--- config.mk ---
export PLATFORM = sky130hd
export DESIGN_NAME = rv32_dmem_lsu
export DESIGN_NICKNAME = d
export VERILOG_FILES = /design/src/rtl/rv32_dmem_lsu.sv
export SDC_FILE = /design/constraint.sdc
export NUM_CORES = 1
export LEC_CHECK = 0
export CAP_MARGIN = 10
export CELL_PAD_IN_SITES_DETAIL_PLACEMENT = 0
export CELL_PAD_IN_SITES_GLOBAL_PLACEMENT = 1
export CORE_UTILIZATION = 33
export CTS_BUF_LIST = sky130_fd_sc_hd__clkbuf_8 sky130_fd_sc_hd__clkbuf_16
export CTS_CLUSTER_SIZE = 16
export DETAILED_ROUTE_END_ITERATION = 6
export PLACE_DENSITY = 0.91
export SYNTH_ARGS = -nofsm -noshare
export SYNTH_HDL_FRONTEND = slang
export SYNTH_SLANG_ARGS = --single-unit
export TNS_END_PERCENT = 5
--- constraint.sdc ---
create_clock -name clock -period 6.81 [get_ports clock]
set_clock_uncertainty 0.05 [all_clocks]
set_input_delay 1.0215 -clock clock [delete_from_list [all_inputs] [get_ports clock]]
set_output_delay 1.0215 -clock clock [all_outputs]
set_load 0.01 [all_outputs]
--- src/rtl/rv32_dmem_lsu.sv ---
`default_nettype none
// +--------------------------------------------------------------------------+
// | rv32_dmem_lsu: RV32 load/store unit in front of a registered-read word   |
// | RAM. Macro RV32_LSU_MISALIGN_CHK_EN turns misaligned half/word into errors.|
// | Rev 1.0                                                                  |
// +--------------------------------------------------------------------------+
module rv32_dmem_lsu #(
  parameter int DMEM_AW = 13
) (
  input  logic               clock,
  input  logic               rst_n,
  input  logic               req_valid,
  output logic               req_ready,
  input  logic               req_we,
  input  logic [1:0]         req_size,
  input  logic               req_unsigned,
  input  logic [31:0]        req_addr,
  input  logic [31:0]        req_wdata,
  output logic               rsp_valid,
  output logic [31:0]        rsp_rdata,
  output logic               rsp_err,
  output logic [31:0]        dmem_data,
  output logic [DMEM_AW-1:0] dmem_rdaddress,
  output logic [DMEM_AW-1:0] dmem_wraddress,
  output logic               dmem_wren,
  input  logic [31:0]        dmem_q
);

  localparam logic [1:0] IDLE      = 2'd0;
  localparam logic [1:0] LOAD_WAIT = 2'd1;
  localparam logic [1:0] RMW_MERGE = 2'd2;
  localparam logic [1:0] ERR_RSP   = 2'd3;

  logic [1:0]         state;
  logic [DMEM_AW-1:0] idx_q;
  logic [1:0]         lo_q;
  logic [1:0]         size_q;
  logic               uns_q;
  logic [15:0]        wdata_q;

  logic [DMEM_AW-1:0] req_idx;
  logic [1:0]         req_lo;
  logic               req_err;
  logic               accept;
  logic               unused_addr_hi;
  logic [7:0]         ld_byte;
  logic [15:0]        ld_half;
  logic [31:0]        ld_data;
  logic [31:0]        merged;

  // Upper address bits wrap around the memory size.
  assign req_idx        = req_addr[DMEM_AW+1:2];
  assign unused_addr_hi = ^req_addr[31:DMEM_AW+2];
  assign req_ready      = rst_n && (state == IDLE);
  assign accept         = req_valid && req_ready;

  always_comb begin
    req_lo  = req_addr[1:0];
    req_err = (req_size == 2'b11);
`ifdef RV32_LSU_MISALIGN_CHK_EN
    if ((req_size == 2'b01 && req_addr[0]) ||
        (req_size == 2'b10 && req_addr[1:0] != 2'b00))
      req_err = 1'b1;
`else
    if (req_size == 2'b01) req_lo[0] = 1'b0;
    if (req_size == 2'b10) req_lo    = 2'b00;
`endif
  end

  always_comb begin
    ld_byte = dmem_q[{lo_q, 3'b000} +: 8];
    ld_half = lo_q[1] ? dmem_q[31:16] : dmem_q[15:0];
    case (size_q)
      2'b00:   ld_data = {{24{ld_byte[7] & ~uns_q}}, ld_byte};
      2'b01:   ld_data = {{16{ld_half[15] & ~uns_q}}, ld_half};
      default: ld_data = dmem_q;
    endcase
  end

  always_comb begin
    merged = dmem_q;
    if (size_q == 2'b00) merged[{lo_q, 3'b000} +: 8] = wdata_q[7:0];
    else                 merged[{lo_q[1], 4'b0000} +: 16] = wdata_q;
  end

  // Word stores write straight from the request; sub-word stores write the merged word.
  always_comb begin
    dmem_wren      = 1'b0;
    dmem_wraddress = req_idx;
    dmem_data      = req_wdata;
    dmem_rdaddress = (state == IDLE) ? req_idx : idx_q;
    if (state == RMW_MERGE) begin
      dmem_wren      = 1'b1;
      dmem_wraddress = idx_q;
      dmem_data      = merged;
    end else if (accept && req_we && req_size == 2'b10 && !req_err) begin
      dmem_wren = 1'b1;
    end
  end

  always_ff @(posedge clock or negedge rst_n) begin
    if (!rst_n) begin
      state     <= IDLE;
      idx_q     <= '0;
      lo_q      <= 2'b00;
      size_q    <= 2'b00;
      uns_q     <= 1'b0;
      wdata_q   <= 16'h0000;
      rsp_valid <= 1'b0;
      rsp_rdata <= 32'h0;
      rsp_err   <= 1'b0;
    end else begin
      rsp_valid <= 1'b0;
      rsp_rdata <= 32'h0;
      rsp_err   <= 1'b0;
      case (state)
        IDLE: begin
          if (accept) begin
            idx_q   <= req_idx;
            lo_q    <= req_lo;
            size_q  <= req_size;
            uns_q   <= req_unsigned;
            wdata_q <= req_wdata[15:0];
            if (req_err)                 state     <= ERR_RSP;
            else if (!req_we)            state     <= LOAD_WAIT;
            else if (req_size == 2'b10)  rsp_valid <= 1'b1;
            else                         state     <= RMW_MERGE;
          end
        end
        LOAD_WAIT: begin
          rsp_valid <= 1'b1;
          rsp_rdata <= ld_data;
          state     <= IDLE;
        end
        RMW_MERGE: begin
          rsp_valid <= 1'b1;
          state     <= IDLE;
        end
        ERR_RSP: begin
          rsp_valid <= 1'b1;
          rsp_err   <= 1'b1;
          state     <= IDLE;
        end
        default: state <= IDLE;
      endcase
    end
  end

endmodule
`default_nettype wire

# == Word level (Yosys, flattened, before mapping) ==
# Index checks and enable logic that the tools add are counted.
# word_totals
register_bits,70
input_bits,103
mem_bits_rw,0
latch_bits,0
elab_cells,63
n_memories,0
rom_bits,0
out_inout_bits,94
# op_classes
div,0
bitwise,3
n_reduce_logical,11
mux,24
n_addsub,2
n_mul,0
magnitude_cmp,0
eq_ne,9
n_shift,5
# op_table
operator,count
32-bit two-way mux,3
32-bit bitwise mux,2
32-bit one-hot mux with 2 select lines,1
16-bit by 7-bit variable shift with 32-bit output (first input constant),1
8-bit by 7-bit variable shift with 32-bit output (first input constant),1
16-bit by 7-bit indexed part select with 32-bit output,1
32-bit by 6-bit indexed part select with 8-bit output,1
8-bit by 7-bit indexed part select with 32-bit output,1
13-bit two-way mux,2
16-bit two-way mux,1
5-bit negation with 7-bit output,2
2-bit two-way mux,5
2-bit equality test (second input constant),4
1-bit two-way mux,8
2-bit by 1-bit equality test with 1-bit output (second input constant),3
1-bit logical AND,5
2-bit zero test,2
4-bit inequality test (second input constant),1
2-bit one-hot mux with 2 select lines,1
2-bit AND reduction,2
3-bit OR reduction,1
1-bit AND,2
2-bit inequality test (second input constant),1
1-bit one-hot mux with 2 select lines,1
2 further kinds,2

# == Logic depth before layout (Yosys ltp) ==
# depth
depth_word,8
mapped_depth,9
mapped_depth_nobuf,6

# == Least setup slack after synthesis ==
# OpenSTA, ideal clock, no wires.
# synth_timing
kind,flip-flop to output port
from,register lo_q[1]
to,output dmem_data[16]
n_path_buf,3
setup_slack_ps,3185
arrival_time_ps,2553
path_stages_with_launch,10
required_time_ps,5738
path_cell_list,dfrtp_1 buf_2 buf_2 buf_1 inv_1 ha_1 nand2_1 nor4_1 a221oi_1 nor2_1
# synth_between
elab_chain_cells,5
word_cells_on_any_way,10
classes_between,add/sub (2); shift (4); mux (4)
# synth_rtl
element,line,text
start: declaration,36,logic [1:0] lo_q;
start signal: assignment,120,lo_q <= req_lo;
5-bit negation with 7-bit output (on tied branches),"83, 82",
16-bit by 7-bit indexed part select with 32-bit output (tied with other cells),83,"else merged[{lo_q[1], 4'b0000} +: 16] = wdata_q;"
32-bit bitwise mux (on tied branches),"83, 82",
32-bit two-way mux *,82,"if (size_q == 2'b00) merged[{lo_q, 3'b000} +: 8] = wdata_q[7:0];"
32-bit two-way mux *,92,if (state == RMW_MERGE) begin
end: declaration,22,"output logic [31:0] dmem_data,"
# Every way passes the cells marked *; elsewhere a longest branch is shown, timed or not.

# == Worst setup path after layout ==
# layout_timing
from,register lo_q[1]
to,output dmem_data[17]
# Same word-level chain as after synthesis.

==> impl_results.md <==
* FF-to-FF End: rsp_rdata[29]$_DFF_PN0_
* RSZ-0062 raised after global routing: false
* Start of the worst register-to-register path: size_q[1]$_DFFE_PN0P_
* DRC at 4
* VDD IR max at 0.123 mV
* 1st-iter DRT viols at 280
* Max-Cap Viols at 0
* Via density at 5.43
* Clk pin slew, worst setup/hold paths at 0.06 ns
* Top cell type's share of synthesized area at 39.3%
* Hold Buf Count CTS at 0
* Port bufs at 179
* Number of flops mapped to enable cells by yosys at 0
* Final hold vios at 0
* Sink Count at 70
* Area Overhead vs Synth at 48.9%
* Clock buffer count from CTS at 9
* Setup TNS at 0 ns
* DRT antenna net count at 0
* Cell area after synthesis at 4460 um^2
* Net count, final at 804
* Cts repair resizes at 0
* Power Total at 0.00142 W
* DR pass1 iterations at 7
* TritonCTS clock tree: done
* Worst-Skew Late Latency at 0.34 ns
* Final worst setup slack at 1.75 ns
* R2R cell count at 4
* Die Y at 118 um
* Total die area at 14000 um^2
* Tmin final at 5.06 ns
* Reg area at 1750 um^2
* Slowest Stage Delay on Critical Path at 0.95 ns
* Hold endpoint: idx_q[2]$_DFFE_PN0P_
* Area occupied by multi-input gates at 2520 um^2
* Layout cell share with drive strength beyond 1 at 12.8%
* HP Class: reg2reg
* Tcrit/Tclk final at 74.3%
* Syn_nets at 644
* Post-place setup slack at 2.24 ns
* Max stage delay cell, worst path: nor4_1
* Post-CTS Setup Repair Bufs at 0
* Most common cell in the synthesized netlist: nand2_1
* Root Buffer: clkbuf_16
* Failing checks: design-rule violations
* Final setup vio count at 0
* Main synth FF type: dfrtp_1
* Yosys warns at 0
* Fmax at 198 MHz
* Hold wc startpoint: idx_q[2]$_DFFE_PN0P_
* CP Data Arrival Time at 3.99 ns
* Distinct cells, synth at 37
* Area leader, netlist: dfrtp_1
* CP startpoint kind: flop
* GR Overflow Total at 0
* FFs w/ async S/R, synth at 100%
* # IOs at 197
* H-tree Lvls at 3
* Mapped Cells at 536
* Core area at 13200 um^2
* Yosys reg bits at 70
* Most area-consuming cells after synthesis: dfrtp_1 (39%), mux2_2 (15%), nand2_1 (15%)
* Pins Over Slew Limit at 0
* Worst Setup Path Type: reg2out
* Total track usage at 23.1%
* Reg2reg setup slack at 4.44 ns
* Critical path peak fanout at 53
* Initial antenna violation count at 0
* Post-Route WL at 16.3 mm
* Wire per inst at 18.6 um
* WHS Path Cells at 2
* WP buf/inv at 3
* Crit end category: output pin
* Die Wd at 118 um
* Final HPWL DP at 11.8 mm
* Worst-Margin Slew at 1.26 ns
* Synth top cells by count: nand2_1 (182), dfrtp_1 (70), mux2_2 (61)
* Relative slew margins at 15.4%
* Run status: finished with violations
* First-pass GRT wire length at 25.0 mm
* Largest net degree at the start of global routing at 72
* RD Place Congestion at 0.862
* ANT cells at 0
* Number of global-route vias before repair at 4598
* Max Buffers Root-to-Sink at 2
* Cell Pwr Density at 214 nW/um^2
* Starting density of the core at 33.8%
* Leakage power at 2.90 nW
* Row count at 42
* Crit path cell chain: buf_4 > inv_1 > ha_1 > nand2_1 > nor4_1 > a221oi_1 > nor2_1 > clkdlybuf4s50_1
* Syn Area/Cell at 8.32 um^2
* Via count at 4766
* CP top delay family: buffers and inverters
* Fillers at 1251
* Critical Path RT at 5.74 ns
* Proportion of synthesized chip area in sequential cells at 39.3%
-- worst min-delay path, delay by kind of cell, from the launching register on --
kind	cells	cell delay [ns]
and+or+nand+nor	2	0.11
DFF	1	0.36
-- worst max path at each step --
stage,end,depth (start not counted),startpoint,slack [ns]
after detailed placement,dmem_data[17],8,lo_q[1]$_DFFE_PN0P_,2.24
after global routing,dmem_data[23],8,lo_q[1]$_DFFE_PN0P_,1.70
after global placement,dmem_data[17],8,lo_q[1]$_DFFE_PN0P_,2.31
final,dmem_data[17],8,lo_q[1]$_DFFE_PN0P_,1.75
after CTS,dmem_data[17],8,lo_q[1]$_DFFE_PN0P_,1.88
after floorplan,dmem_data[16],9,lo_q[1]$_DFFE_PN0P_,3.19
-- stage by stage --
step | instances | area [um^2] | util, % | hold slack, ns
2_1_floorplan | 536 | 4460 | - | 0.408
3_3_place_gp | 861 | 6360 | 48.2 | 0.429
3_5_place_dp | 861 | 6360 | 48.2 | 0.436
4_1_cts | 877 | 6640 | 50.3 | 0.450
5_1_grt | 877 | 6640 | 50.3 | 0.473
6_report | 877 | 6640 | 50.3 | 0.448
-- flip-flops by register name (all words and copies together) (netlist names) --
signal,cells
state,2
idx_q,13
rsp_err,1
size_q,2
wdata_q,16
uns_q,1
lo_q,2
rsp_rdata,32
rsp_valid,1
-- kinds of logic after synthesis --
kind of cell    synth area share [%]
mux                             15.4
simple gates                    22.1
fa+ha+maj                       1.40
buf+inv                         4.24
flops                           39.3
compound gates                  17.4
xor+xnor                       0.196
-- per-layer routing --
layer / GRT usage (%) / up-vias / part of all wire (%)
li1: - / 2219 / -
met1: 30.8 / 2254 / 44
met2: 36.5 / 266 / 46
met3: 6.18 / 27 / 8.6
met4: 6.65 / 0 / 1.6
met5: 0 / - / 0
-- placed cells by master, fill, tap and decap left out, types with 3 or more instances in the layout --
master           netlist  layout
nor2_1                31      31
ha_1                   5       5
a31oi_1                3       3
a221oi_1              29      29
mux2_2                61      61
nand2_1              182     182
o21ai_0               28      28
nor3_1                 3       3
a222oi_1               7       7
buf_4                  1       7
nand3_1                4       4
a21oi_1               22      22
dfrtp_1               70      69
clkbuf_16              0       9
clkdlybuf4s50_1        0     178
o22ai_1               24      24
inv_1                  7       8
-- cell type report --
type	count	share of cell area (%)
Tap cell	176	3.32
Timing Repair Buffer	185	27.6
Sequential cell	70	26.4
Inverter	8	0.452
Clock inverter	7	0.754
Multi-Input combinational cell	422	38.0
Clock buffer	9	3.39
-- report_power, final --
group | leakage, nW | total [W] | internal (W) | switching, W
Combinational | 1.85 | 0.000471 | 0.000241 | 0.000230
Clock | 0.133 | 0.000435 | 0.000247 | 0.000188
Sequential | 0.917 | 0.000516 | 0.000460 | 0.0000558
Power figures use the tool's default switching activity.
